## src/rtl/day14_pkg.sv

```systemverilog
// day14_pkg: shared constants and state type for the round-robin arbiter
package day14_pkg;
  localparam int N_REQ = 4;
  localparam int HOLD_W = 4;
  typedef enum logic {IDLE, GRANT} state_t;
endpackage

```

## src/rtl/day14_rr_arb_pick.sv

```systemverilog
// rr_pick: rotating-priority search; req/start in, found and first set index at or after start (wrapping) out
module rr_pick
  import day14_pkg::*;
(
  input  logic [N_REQ-1:0] req,
  input  logic [1:0]       start,
  output logic             found,
  output logic [1:0]       idx
);
  logic [1:0] pos;
  assign found = |req;
  assign idx = start + pos;
  always_comb begin
    pos = '0;
    for (int k = N_REQ - 1; k >= 0; k--) pos = req[start + 2'(k)] ? 2'(k) : pos;
  end
endmodule

```

## src/rtl/day14_rr_arb.sv

```systemverilog
// day14_rr_arb: 4-way round-robin arbiter with hold limit; clk/reset(active-low sync)/req_i in, registered one-hot sel_o plus gnt_valid_o/gnt_idx_o decodes out
module day14_rr_arb
  import day14_pkg::*;
#(
  parameter int MAX_HOLD = 4
) (
  input  logic             clk,
  input  logic             reset,
  input  logic [N_REQ-1:0] req_i,
  output logic [N_REQ-1:0] sel_o,
  output logic             gnt_valid_o,
  output logic [1:0]       gnt_idx_o
);
  localparam logic [HOLD_W-1:0] MAX_CNT = HOLD_W'(MAX_HOLD);
  state_t            state;
  logic [1:0]        ptr;
  logic [HOLD_W-1:0] hold_cnt;
  logic [1:0]        start;
  logic [1:0]        idx;
  logic              found;
  logic              rearb;
  assign gnt_valid_o = |sel_o;
  assign gnt_idx_o = {sel_o[3] | sel_o[2], sel_o[3] | sel_o[1]};
  assign start = state == GRANT ? gnt_idx_o + 2'd1 : ptr;
  assign rearb = !req_i[gnt_idx_o] || (hold_cnt == MAX_CNT && found);
  rr_pick u_pick (
    .req   (req_i & ~sel_o),
    .start (start),
    .found (found),
    .idx   (idx)
  );
  always_ff @(posedge clk) begin
    if (!reset) begin
      state    <= IDLE;
      ptr      <= '0;
      hold_cnt <= '0;
      sel_o    <= '0;
    end else if (state == IDLE || rearb) begin
      if (state == GRANT) ptr <= gnt_idx_o + 2'd1;
      state    <= found ? GRANT : IDLE;
      sel_o    <= found ? 4'b0001 << idx : '0;
      hold_cnt <= found ? HOLD_W'(1) : '0;
    end else if (hold_cnt != MAX_CNT) begin
      hold_cnt <= hold_cnt + HOLD_W'(1);
    end
  end
endmodule

```

## config.mk

```make
export PLATFORM = sky130hd
export DESIGN_NAME = day14_rr_arb
export DESIGN_NICKNAME = d
export VERILOG_FILES = /design/src/rtl/day14_pkg.sv /design/src/rtl/day14_rr_arb_pick.sv /design/src/rtl/day14_rr_arb.sv
export SDC_FILE = /design/constraint.sdc
export NUM_CORES = 1
export LEC_CHECK = 0
export ABC_CLOCK_PERIOD_IN_PS = 1830
export CAP_MARGIN = 40
export CORE_MARGIN = 4
export CORE_UTILIZATION = 49
export CTS_BUF_LIST = sky130_fd_sc_hd__clkbuf_2
export DETAILED_ROUTE_END_ITERATION = 10
export PLACE_DENSITY = 0.77
export SLEW_MARGIN = 15
export SYNTH_ARGS = -nofsm -noshare
export SYNTH_HDL_FRONTEND = slang
export SYNTH_SLANG_ARGS = --single-unit
```

## constraint.sdc

```tcl
create_clock -name clk -period 1.83 [get_ports clk]
set_input_delay 0.366 -clock clk [delete_from_list [all_inputs] [get_ports clk]]
set_output_delay 0.366 -clock clk [all_outputs]
set_load 0.03 [all_outputs]
```

Word-level counts from Yosys, hierarchy flattened

Index checks and enable logic that the tools add are counted.
Widths: inputs -> output; s select.

Add/sub/neg operators: 6
Magnitude comparators: 5
Eq/ne operators: 2
Shift-type cells: 1
Muxes and demuxes: 20
Bitwise logic cells: 5
Reduce and logical (&&, ||, !) cells: 7

Operator list:

| kind                | count |
|---|---|
| $lt 2x3->1 const B  | 5 |
| $mux 4              | 3 |
| $bmux 1 s2          | 5 |
| $mux 2              | 5 |
| $reduce_or 4->1     | 2 |
| $mux 1              | 7 |
| $add 2x1->2 const B | 2 |
| $add 2x2->2 const B | 2 |
| $add 4x1->4 const B | 1 |
| $and 4x4->4         | 1 |
| $eq 4x3->1 const B  | 1 |
| $ne 4x3->1 const B  | 1 |
| $not 4->4           | 1 |
| $shl 1x2->4 const A | 1 |
| $add 2x2->2         | 1 |
| $logic_or 1x1->1    | 2 |
| $or 1x1->1          | 2 |
| $reduce_bool 2->1   | 1 |
| $logic_and 1x1->1   | 1 |
| $logic_not 1->1     | 1 |
| $not 1->1           | 1 |

Register bits after elaboration: 11
Output and inout port bits: 7

Longest topological paths before layout

Gate-level depths: netlist of run 1.

Word-level depth: 13
Mapped depth: 10
Gate-level depth less buffers: 9

Cells and area by module

A second synthesis of run 1 with hierarchy kept.

Cell total of the unflattened synthesis: 105
Area total of the unflattened synthesis: 853.3 um2

By module, submodules not included:

| module       | instances | cells an instance | area each (um2) | seq. area each (um2) |
|---|---|---|---|---|
| day14_rr_arb | 1         | 78                | 671.9           | 220.2 |
| rr_pick      | 1         | 27                | 181.4           | 0.0 |

Worst setup path after synthesis of run 1

OpenSTA, ideal clock, no wires.

Kind: flip-flop to flip-flop
Start point: register sel_o[1]
End point: register sel_o[2]
Arrival time: 2.089 ns
Required time: 1.713 ns
Slack: -0.377 ns
Stages on the path, launching flop included: 10
Period minus slack after synthesis: 2.207 ns
Cell sequence: dfxtp_1 > buf_2 > xnor2_1 > o31ai_4 > a22oi_1 > o32a_1 > o21ai_0 > ha_1 > xnor2_1 > a22o_2

Longest elaborated chain between the ends: 13
Elaborated cells between the ends (all ways): 30
Classes of those cells: add/sub: 5; shift: 1; mux: 16; bitwise: 3; reduce/logical: 5

Ends and longest elaborated chain:

| what                         | line                    | text |
|---|---|---|
| start: declaration           | day14_rr_arb.sv:10      | `output logic [N_REQ-1:0] sel_o,` |
| start signal: assignment     | day14_rr_arb.sv:41      | `sel_o <= found ? 4'b0001 << idx : '0;` |
| $or 1x1->1                   | day14_rr_arb.sv:23      | `assign gnt_idx_o = {sel_o[3] \| sel_o[2], sel_o[3] \| sel_o[1]};` |
| $add 2x1->2                  | day14_rr_arb.sv:24      | `assign start = state == GRANT ? gnt_idx_o + 2'd1 : ptr;` |
| $mux 2                       | -                       |  |
| $add 2x2->2                  | day14_rr_arb_pick.sv:15 | `for (int k = N_REQ - 1; k >= 0; k--) pos = req[start + 2'(k)] ? 2'(k) : pos;` |
| $bmux 1 s2                   | day14_rr_arb_pick.sv:15 |  |
| $mux 1 (not written as such) | day14_rr_arb_pick.sv:15 |  |
| $mux 2 (4 in series)         | day14_rr_arb_pick.sv:15 |  |
| $add 2x2->2                  | day14_rr_arb_pick.sv:12 | `assign idx = start + pos;` |
| $shl 1x2->4                  | day14_rr_arb.sv:41      |  |
| $mux 4                       | day14_rr_arb.sv:41      |  |

Parallel ways exist; a longest one is shown, timed or not. The select of a mux whose other input is x is not followed.
A chain may end at the register's enable or synchronous reset.

Worst setup path after layout of run 1

Start point: register sel_o[1]
End point: register sel_o[0]

Same word-level chain as after synthesis.

==> results of run 1 <==
-- report_power, final --
group,switching (W),internal [W]
logic,0.000837,0.000793
registers,0.0000888,0.000312
clock network,0.0000875,0.0000580
total,0.00101,0.00116
-- cells in the final DEF (no fill, tap or decap), types with 3 or more instances in the layout --
master           netlist  routed
buf_4                  1      26
a21oi_1                8       8
dfxtp_1               11       8
nor2_1                 8       7
nand2_1                6       6
inv_1                  5       5
clkdlybuf4s50_1        0       5
dlygate4sd2_1          0       5
nand2b_1               5       4
mux2i_1                4       4
clkbuf_2               0       4
nor3_1                 4       3
dfxtp_4                0       3
-- flip-flops by register name (all words and copies together), names as in the netlist --
register  flops
sel_o         4
hold_cnt      4
ptr           2
state         1
-- metal layers --
| layer | GRT usage | up-vias | share of wire |
|---|---|---|---|
| li1 | - | 437 | - |
| met1 | 0.229 | 441 | 0.37 |
| met2 | 0.354 | 52 | 0.49 |
| met3 | 0.0368 | 20 | 0.075 |
| met4 | 0.121 | 0 | 0.067 |
| met5 | 0 | - | 0 |
-- worst max-delay path: cells and delay by family, from the launching register on --
kind,cells,cell delay (ps)
adder cells (fa/ha/maj),1,190
flip-flops,1,400
AND/OR/NAND/NOR,2,290
AO/OA/AOI/OAI,4,740
buffers and inverters,1,170
XOR/XNOR,1,180
-- synthesized netlist by cell type (2+ instances only) --
library cell  number  share of area
nand2_1            6          0.028
o2bb2ai_1          2          0.022
a21oi_1            8          0.050
nor2_1             8          0.037
a22o_2             2          0.025
inv_1              5          0.023
xnor2_1            4          0.043
ha_1               3          0.047
buf_2              2          0.012
clkbuf_1           2         0.0093
nor2b_1            3          0.023
o21ai_0            4          0.025
nor3_1             4          0.025
mux2i_1            4          0.050
dfxtp_1           11           0.27
a211oi_1           2          0.019
nand2b_1           5          0.039
-- cell families (layout without fill, tap and decap cells) --
group,after synthesis,count (layout),share of synthesized area
fa+ha+maj,3,3,0.0466
flops,11,11,0.273
xor+xnor,5,5,0.0543
simple gates,34,34,0.219
buf+inv,10,47,0.0544
mux,5,5,0.0637
compound gates,30,30,0.289
-- worst paths after layout --
check	start	end	slack [ps]	depth (start not counted)
worst max-delay path	sel_o[1]	sel_o[0]	-240	9
worst min-delay path	ptr[0]	ptr[0]	550	2
worst max register to register	sel_o[1]	sel_o[0]	-240	9
worst min register to register	ptr[0]	ptr[0]	550	2
-- timing repair --
item / CTS / global route
hold buffers: 0 / 0
buffers inserted: 2 / 0
endpoints found under the setup margin: 11 / 11
pin swaps: 8 / 1
hold endpoints to repair: 0 / 0
resized for setup: 20 / 15
-- through the flow --
stage                util  instance area, um2  worst slack [ps]  hold WS, ps  TNS (ps)
floorplan               -                 840              -223          456      -813
global placement    0.741                1130              -395          479     -2880
detailed placement  0.741                1130              -481          500     -3330
CTS                 0.790                1200              -153          525      -598
global route        0.819                1250              -313          557     -1360
finish              0.819                1250              -245          551      -835
-- cell type report --
class / instances / area (um2)
repair buffers: 38 / 313
fillers: 97 / 277
well taps: 16 / 20.0
clock buffers: 4 / 20.0
multi-input cells: 77 / 644
inverters: 5 / 18.8
flip-flops and latches: 11 / 231
==> impl_metrics.yaml, run 1 <==
run_status:
  status: "finished, violations left"
  violations: "setup timing"
detailed_routing:
  firstDrtPassIters: 4
  initialDrtViolationCount: 29
  postRouteAntennaNets: 0
  drc_errors: 0
  wl_per_cell_um: 17.8
  viasPerCell: 6.29
  via_count: 950
  wirelength_mm: 2.69
sta:
  timing.final.crit_share: 1.13
  rsz0062_at_grt: "true"
  setup_viol: 4
  fin_skew_ps: 1.29
  maxSlewViolCount: 0
  fmax_mhz: 482
  fin_crit_ps: 2070
  final.setup.worst_slack_ps: -245
  relSlewSlack: 0.779
  hold_viol: 0
  tightest_slew_ps: 331
logic_synthesis:
  synthesis.area_um2: 806
  ys_types: 40
  ys_seq_area_frac: 0.273
  syn-num-nets: 107
  synthArstFlopShare: 0
  synthCells: 98
  postSynthRegisterBits: 11
  yosys_warnings: 0
  synthFlopType: "dfxtp_1"
  synth_edf_count: 0
  synth_area_per_cell_um2: 8.22
floorplanning:
  ios: 13
  initial_core_util: 0.529
  die_w_um: 48.6
  dieArea_um2: 2360
  die_y_um: 48.6
  core_um2: 1520
  rows: 14
critical_path:
  crit_arrival_ps: 2250
  worstPathRequired_ps: 2000
  critical_path.max_stage_delay_ps: 400
  crit_fanout: 7
  worst_setup_path_end_kind: "flip-flop"
  critPathKind: "reg2reg"
  startpoint_type: "flip-flop"
  crit_slowest_cell: "dfxtp_4"
  path_cells: "buf_4, nand2b_4, nand2_1, a22oi_1, o32a_1, o21ai_2, ha_4, xor2_2, a22o_2"
clock_network:
  cts_max_level: 1
  clk_pin_slew_ps: 110
  cts.sinks: 11
  numCtsBuffers: 3
  clk_latency_ps: 270
  ctsLongestPathBuffers: 2
  cts_tree: "built"
  cts-root-buf: "clkbuf_2"
grt:
  grt_overflow_total: 0
  grt_use_total: 0.205
  grt_pass1_wl_mm: 3.84
  grt_max_degree: 10
  antenna_found_initial: 0
  first_global_vias: 883
flow_run:
  cap_violations: 0
placed_design:
  dpl.hpwl_mm: 1.75
  dp.cells: 145
  portBuffers: 12
  place_congestion: 0.816
final_layout:
  layout-drive-gt1-share: 0.407
  antennaDiodeCount: 0
  fin_cells: 151
  area_growth_pct: 54.8
  final_nets: 145
power_and_ir_drop:
  total_power_w: 0.00218
  p_leak_nw: 0.569
  vdd_drop_max_v: 0.00138
  power-per-cell-area_nw_per_um2: 1750
hold_path:
  hold_path.class: "reg2reg"
(Power assumes the default switching activity.)
==> inputs of run 2 (changes only) <==
--- a/config.mk
+++ b/config.mk
@@ -5,13 +5,13 @@
 export SDC_FILE = /design/constraint.sdc
 export NUM_CORES = 1
 export LEC_CHECK = 0
-export ABC_CLOCK_PERIOD_IN_PS = 1830
+export ABC_CLOCK_PERIOD_IN_PS = 2400
 export CAP_MARGIN = 40
 export CORE_MARGIN = 4
-export CORE_UTILIZATION = 49
+export CORE_UTILIZATION = 58
 export CTS_BUF_LIST = sky130_fd_sc_hd__clkbuf_2
 export DETAILED_ROUTE_END_ITERATION = 10
-export PLACE_DENSITY = 0.77
+export PLACE_DENSITY = 0.86
 export SLEW_MARGIN = 15
 export SYNTH_ARGS = -nofsm -noshare
 export SYNTH_HDL_FRONTEND = slang
==> constraint.sdc (replaced) <==
create_clock -name clk -period 2.4 [get_ports clk]
set_input_delay 0.36 -clock clk [delete_from_list [all_inputs] [get_ports clk]]
set_output_delay 0.36 -clock clk [all_outputs]
set_load 0.03 [all_outputs]
==> run 2 against run 1 <==
Effect of this change: the flow now finishes without violations; critical endpoint is now sel_o[2]; die area fell by 13%; routed wire length fell by 22%; clock skew rose by 26 ps; combinational power fell by 46%; sequential power fell by 27%; clock power fell by 25%; final area fell by 19%; highest routed layer unchanged; non-clock buffer count fell by 17.
==> impl_metrics.yaml, run 2 (synthesized netlist as in run 1, its figures left out) <==
final_layout:
  antennaDiodeCount: 0
  layout-drive-gt1-share: 0.161
  utilization: 0.773
  final_cell_mix: "dfxtp_1, clkdlybuf4s50_1, buf_4, nor2_1, a21oi_1"
  area_growth_pct: 24.8
  final_cell_area_um2: 1010
  final_nets: 128
  fin_cells: 133
  fillers: 97
  reg.largest.list: "hold_cnt x4, sel_o x4, ptr x2"
floorplanning:
  core_um2: 1300
  rows: 13
  initial_core_util: 0.619
  die_y_um: 45.3
  die_w_um: 45.3
  ios: 13
  dieArea_um2: 2050
detailed_routing:
  postRouteAntennaNets: 0
  viasPerCell: 6.32
  wl_per_cell_um: 15.7
  initialDrtViolationCount: 31
  via_count: 840
  drc_errors: 0
  firstDrtPassIters: 6
  wirelength_mm: 2.09
grt:
  antenna_found_initial: 0
  grt_pass1_wl_mm: 3.55
  grt_overflow_total: 0
  first_global_vias: 817
  grt_max_degree: 10
  grt_use_total: 0.234
clock_network:
  cts-root-buf: "clkbuf_2"
  ctsLongestPathBuffers: 2
  cts_tree: "built"
  cts_max_level: 1
  clk_latency_ps: 270
  cts_resized: 1
  hold_buffers: 0
  cts_setup_buffers: 0
  clk_pin_slew_ps: 140
  numCtsBuffers: 3
  cts.sinks: 11
placed_design:
  dpl.hpwl_mm: 1.53
  dp.cells: 129
  place_congestion: 0.902
  portBuffers: 12
  post_dp_cell_area_um2: 987
sta:
  fin_skew_ps: 27.0
  fmax_mhz: 451
  rsz0062_at_grt: "false"
  hold_viol: 0
  tightest_slew_ps: 430
  fin_crit_ps: 2220
  tns_ps: 0
  relSlewSlack: 0.713
  holdWs_ps: 507
  setup_viol: 0
  maxSlewViolCount: 0
  timing.final.crit_share: 0.923
power_and_ir_drop:
  p_leak_nw: 0.420
  vdd_drop_max_v: 0.000962
  power-per-cell-area_nw_per_um2: 1280
critical_path:
  critPathKind: "reg2reg"
  crit_arrival_ps: 2400
  worstPathRequired_ps: 2580
  crit_fanout: 8
  startpoint_type: "flip-flop"
  worst_setup_path_end_kind: "flip-flop"
run_status:
  status: "completed"
flow_run:
  cap_violations: 0
hold_path:
  hold_path.class: "reg2reg"
-- run 2: cell count changes in the layout (fill, tap and decap cells not counted), sizes merged --
| cell | before | now |
|---|---|---|
| clkdlybuf4s50 | 5 | 11 |
| dlymetal6s2s | 1 | 0 |
| buf | 27 | 9 |
| dlygate4sd2 | 5 | 1 |
-- run 2: cell type report --
cell class              count  area (um2)  area share
flip-flops and latches     11         220       0.219
inverters                   5        18.8      0.0187
well taps                  15        18.8      0.0187
repair buffers             21         186       0.185
clock buffers               4        20.0      0.0199
multi-input cells          77         542       0.539
-- run 2: final timing paths --
kind,startpoint,to,slack [ps],cells after the start
hold reg to reg,ptr[0],ptr[0],510,2
setup reg to reg,sel_o[1],sel_o[2],180,8
hold / removal,ptr[0],ptr[0],510,2
setup / recovery,sel_o[1],sel_o[2],180,8
-- run 2: where the power goes --
part           total, W  internal (W)  switching, W
clock          0.000110     0.0000442     0.0000659
sequential     0.000294      0.000226     0.0000675
combinational  0.000888      0.000396      0.000492
total           0.00129      0.000667      0.000625
-- run 2: critical path: stages (launching register included) --
cell,delay [ps]
dfxtp_1,550
xnor2_1,190
o31ai_4,320
a22oi_1,160
o32a_1,190
o21ai_0,160
ha_1,220
xnor2_1,110
a22o_2,230
-- run 2: per-stage QoR --
stage                     setup WS [ps]  total power [W]
after floorplan                     193         0.000891
after CTS                           202          0.00128
after global routing               36.7          0.00138
after global placement             82.6          0.00116
final                               184          0.00129
after detailed placement           45.6          0.00118
-- run 2: layer usage --
metal  vias to the layer above  GRT usage  wire [um]
met5                         -          0          0
met4                         0     0.0936         19
met3                         4     0.0398        130
met2                        36      0.367        972
met1                       401      0.313        970
li1                        399          -          -
==> inputs of run 3 (changes only) <==
--- a/config.mk
+++ b/config.mk
@@ -5,10 +5,11 @@
 export SDC_FILE = /design/constraint.sdc
 export NUM_CORES = 1
 export LEC_CHECK = 0
+export ABC_AREA = 1
 export ABC_CLOCK_PERIOD_IN_PS = 2400
 export CAP_MARGIN = 40
-export CORE_MARGIN = 4
-export CORE_UTILIZATION = 58
+export CORE_MARGIN = 5
+export CORE_UTILIZATION = 59
 export CTS_BUF_LIST = sky130_fd_sc_hd__clkbuf_2
 export DETAILED_ROUTE_END_ITERATION = 10
 export PLACE_DENSITY = 0.86
==> run 3 against run 2 <==
Effect of this change: fmax shrank 1.6%; clock-buffer cell count is the same; register-to-register slack lost 40 ps; flip-flop and latch count is the same; synthesized cell count grew 46%; non-clock buffer count grew 1; clock power grew 4%; sequential share of layout area shrank 1.8 points; global-route usage shrank 3.3 points.
==> impl_metrics.yaml, run 3 <==
sta:
  fin_crit_ps: 2250
  hold_viol: 0
  relSlewSlack: 0.783
  tightest_slew_ps: 324
  setup_viol: 0
  holdWs_ps: 534
  fmax_mhz: 444
  fin_skew_ps: 1.94
  timing.final.crit_share: 0.939
  maxSlewViolCount: 0
placed_design:
  portBuffers: 12
  place_congestion: 0.900
  dp.cells: 178
  dpl.hpwl_mm: 1.85
floorplanning:
  initial_core_util: 0.602
  dieArea_um2: 2360
  die_w_um: 48.5
  rows: 14
  core_um2: 1450
  ios: 13
  die_y_um: 48.5
hold_path:
  hold_path.class: "reg2reg"
  holdPathStages: 2
  hold_path.startpoint: "sel_o[1]"
  holdPathEnd: "sel_o[1]"
detailed_routing:
  wl_per_cell_um: 13.6
  firstDrtPassIters: 4
  postRouteAntennaNets: 0
  initialDrtViolationCount: 41
  drc_errors: 0
  wirelength_mm: 2.50
  via_count: 1026
  viasPerCell: 5.58
clock_network:
  cts_max_level: 1
  ctsLongestPathBuffers: 2
  hold_buffers: 0
  clk_pin_slew_ps: 110
  cts_tree: "built"
  cts-root-buf: "clkbuf_2"
  clk_latency_ps: 280
  cts.sinks: 11
  numCtsBuffers: 3
power_and_ir_drop:
  comb_power_share: 0.726
  switching_power_w: 0.000734
  swShare: 0.520
  vdd_drop_max_v: 0.000710
  power-per-cell-area_nw_per_um2: 1250
  seqPwrFrac: 0.193
  clock_power_share: 0.080
  power.internal_w: 0.000679
  p_leak_nw: 0.563
critical_path:
  rrSetupSlack_ps: 150
  r2r_cells: 16
  r2r_end: "sel_o[0]"
  startpoint_type: "flip-flop"
  critPathKind: "reg2reg"
  crit_fanout: 12
  worst_setup_path_end_kind: "flip-flop"
  worstPathRequired_ps: 2620
  crit_arrival_ps: 2470
  timing.rr.start: "sel_o[1]"
  cp-startpoint: "sel_o[1]"
logic_synthesis:
  yosys.area.top_type: "dfxtp_1"
  yosysMostFrequentCell: "nand2_1"
  postSynthRegisterBits: 11
  syn-num-nets: 152
  synthesis.area_um2: 876
  synth_edf_count: 0
  yosys_warnings: 0
  synth_area_per_cell_um2: 6.12
  synthCells: 143
  ys_types: 23
  synth_area_leaders: "dfxtp_1, nand2_1, nand3_1"
  synthFlopType: "dfxtp_1"
  synth_common_cells: "nand2_1, nand3_1, inv_1"
  synth_top_area_frac: 0.251
  ys_seq_area_frac: 0.251
  synthArstFlopShare: 0
final_layout:
  fin_cells: 184
  antennaDiodeCount: 0
  final_common_cell: "nand2_1"
  fillers: 119
  reg.largest.list: "hold_cnt x4, sel_o x4, ptr x2"
  area_growth_pct: 29.0
  final_cell_mix: "nand2_1, nand3_1, inv_1, clkdlybuf4s50_1"
  layout-drive-gt1-share: 0.190
  final_nets: 178
  utilization: 0.777
grt:
  grt_util_met3: 0.0767
  antenna_found_initial: 0
  grt_most_used_layer: "met2"
  grt_overflow_total: 0
  grt_util_met2: 0.313
  grt_max_degree: 14
  grt_use_total: 0.200
  use_met1: 0.250
  grt_pass1_wl_mm: 3.75
  first_global_vias: 913
run_status:
  status: "completed"
flow_run:
  cap_violations: 0
-- run 3: cell families (layout without fill, tap and decap cells) --
group / Yosys count / in the layout / share of synthesized area
flip-flops: 11 / 11 / 0.251
XOR/XNOR: 3 / 3 / 0.0300
adder cells (fa/ha/maj): 3 / 3 / 0.0429
AND/OR/NAND/NOR: 84 / 84 / 0.446
AO/OA/AOI/OAI: 20 / 20 / 0.127
buffers and inverters: 22 / 47 / 0.103
-- run 3: per-layer routing --
metal,share of wire,up-vias
met5,0,-
met4,0.044,0
met3,0.081,20
met2,0.45,55
met1,0.42,440
li1,-,511
-- run 3: cell type report --
type	count	area [um2]	area share
clock buffers	4	20.0	0.0177
inverters	21	78.8	0.0698
multi-input cells	110	589	0.522
flip-flops and latches	11	226	0.200
well taps	16	20.0	0.0177
repair buffers	22	195	0.173
-- run 3: how the worst max path moves through the flow --
stage	endpoint	slack, ps	depth (start not counted)
2_1_floorplan	sel_o[0]	150	15
3_3_place_gp	sel_o[2]	-50	16
3_5_place_dp	sel_o[0]	-160	16
4_1_cts	sel_o[0]	50	17
5_1_grt	sel_o[0]	-60	17
6_report	sel_o[0]	150	16
-- run 3: repair_timing --
| action | 4_1_cts | 5_1_grt |
|---|---|---|
| setup buffers | 0 | 2 |
| endpoints found under the setup margin | 0 | 4 |
| resized for setup | 0 | 9 |
-- run 3: through the flow --
stage	power (W)	TNS, ps	cell area, um2	setup slack [ps]
finish	0.00141	0	1130	148
global route	0.00153	-130	1130	-55.5
CTS	0.00133	0	1080	45.5
detailed placement	0.00122	-511	1060	-161
global placement	0.00119	-114	1060	-50.7
floorplan	0.000942	0	876	153
-- run 3: power by group through the flow --
stage               registers [W]  clock network [W]  logic, W
CTS                      0.000267           0.000117  0.000951
floorplan                0.000289                  0  0.000654
global route             0.000279           0.000124   0.00113
finish                   0.000273           0.000114   0.00103
global placement         0.000269                  0  0.000918
detailed placement       0.000270                  0  0.000945
-- run 3: worst max-delay path, cell delays in order (launching register included) --
cell,delay (ps)
dfxtp_4,390
nor2_4,160
nand2_2,110
nand2_4,150
nand2_1,70
o21ai_1,100
nand3_1,120
nand3_1,90
nand2_2,50
nand2_1,70
inv_1,50
ha_1,200
xnor2_2,200
inv_1,80
nand3_1,100
nand3_1,90
o21bai_1,150
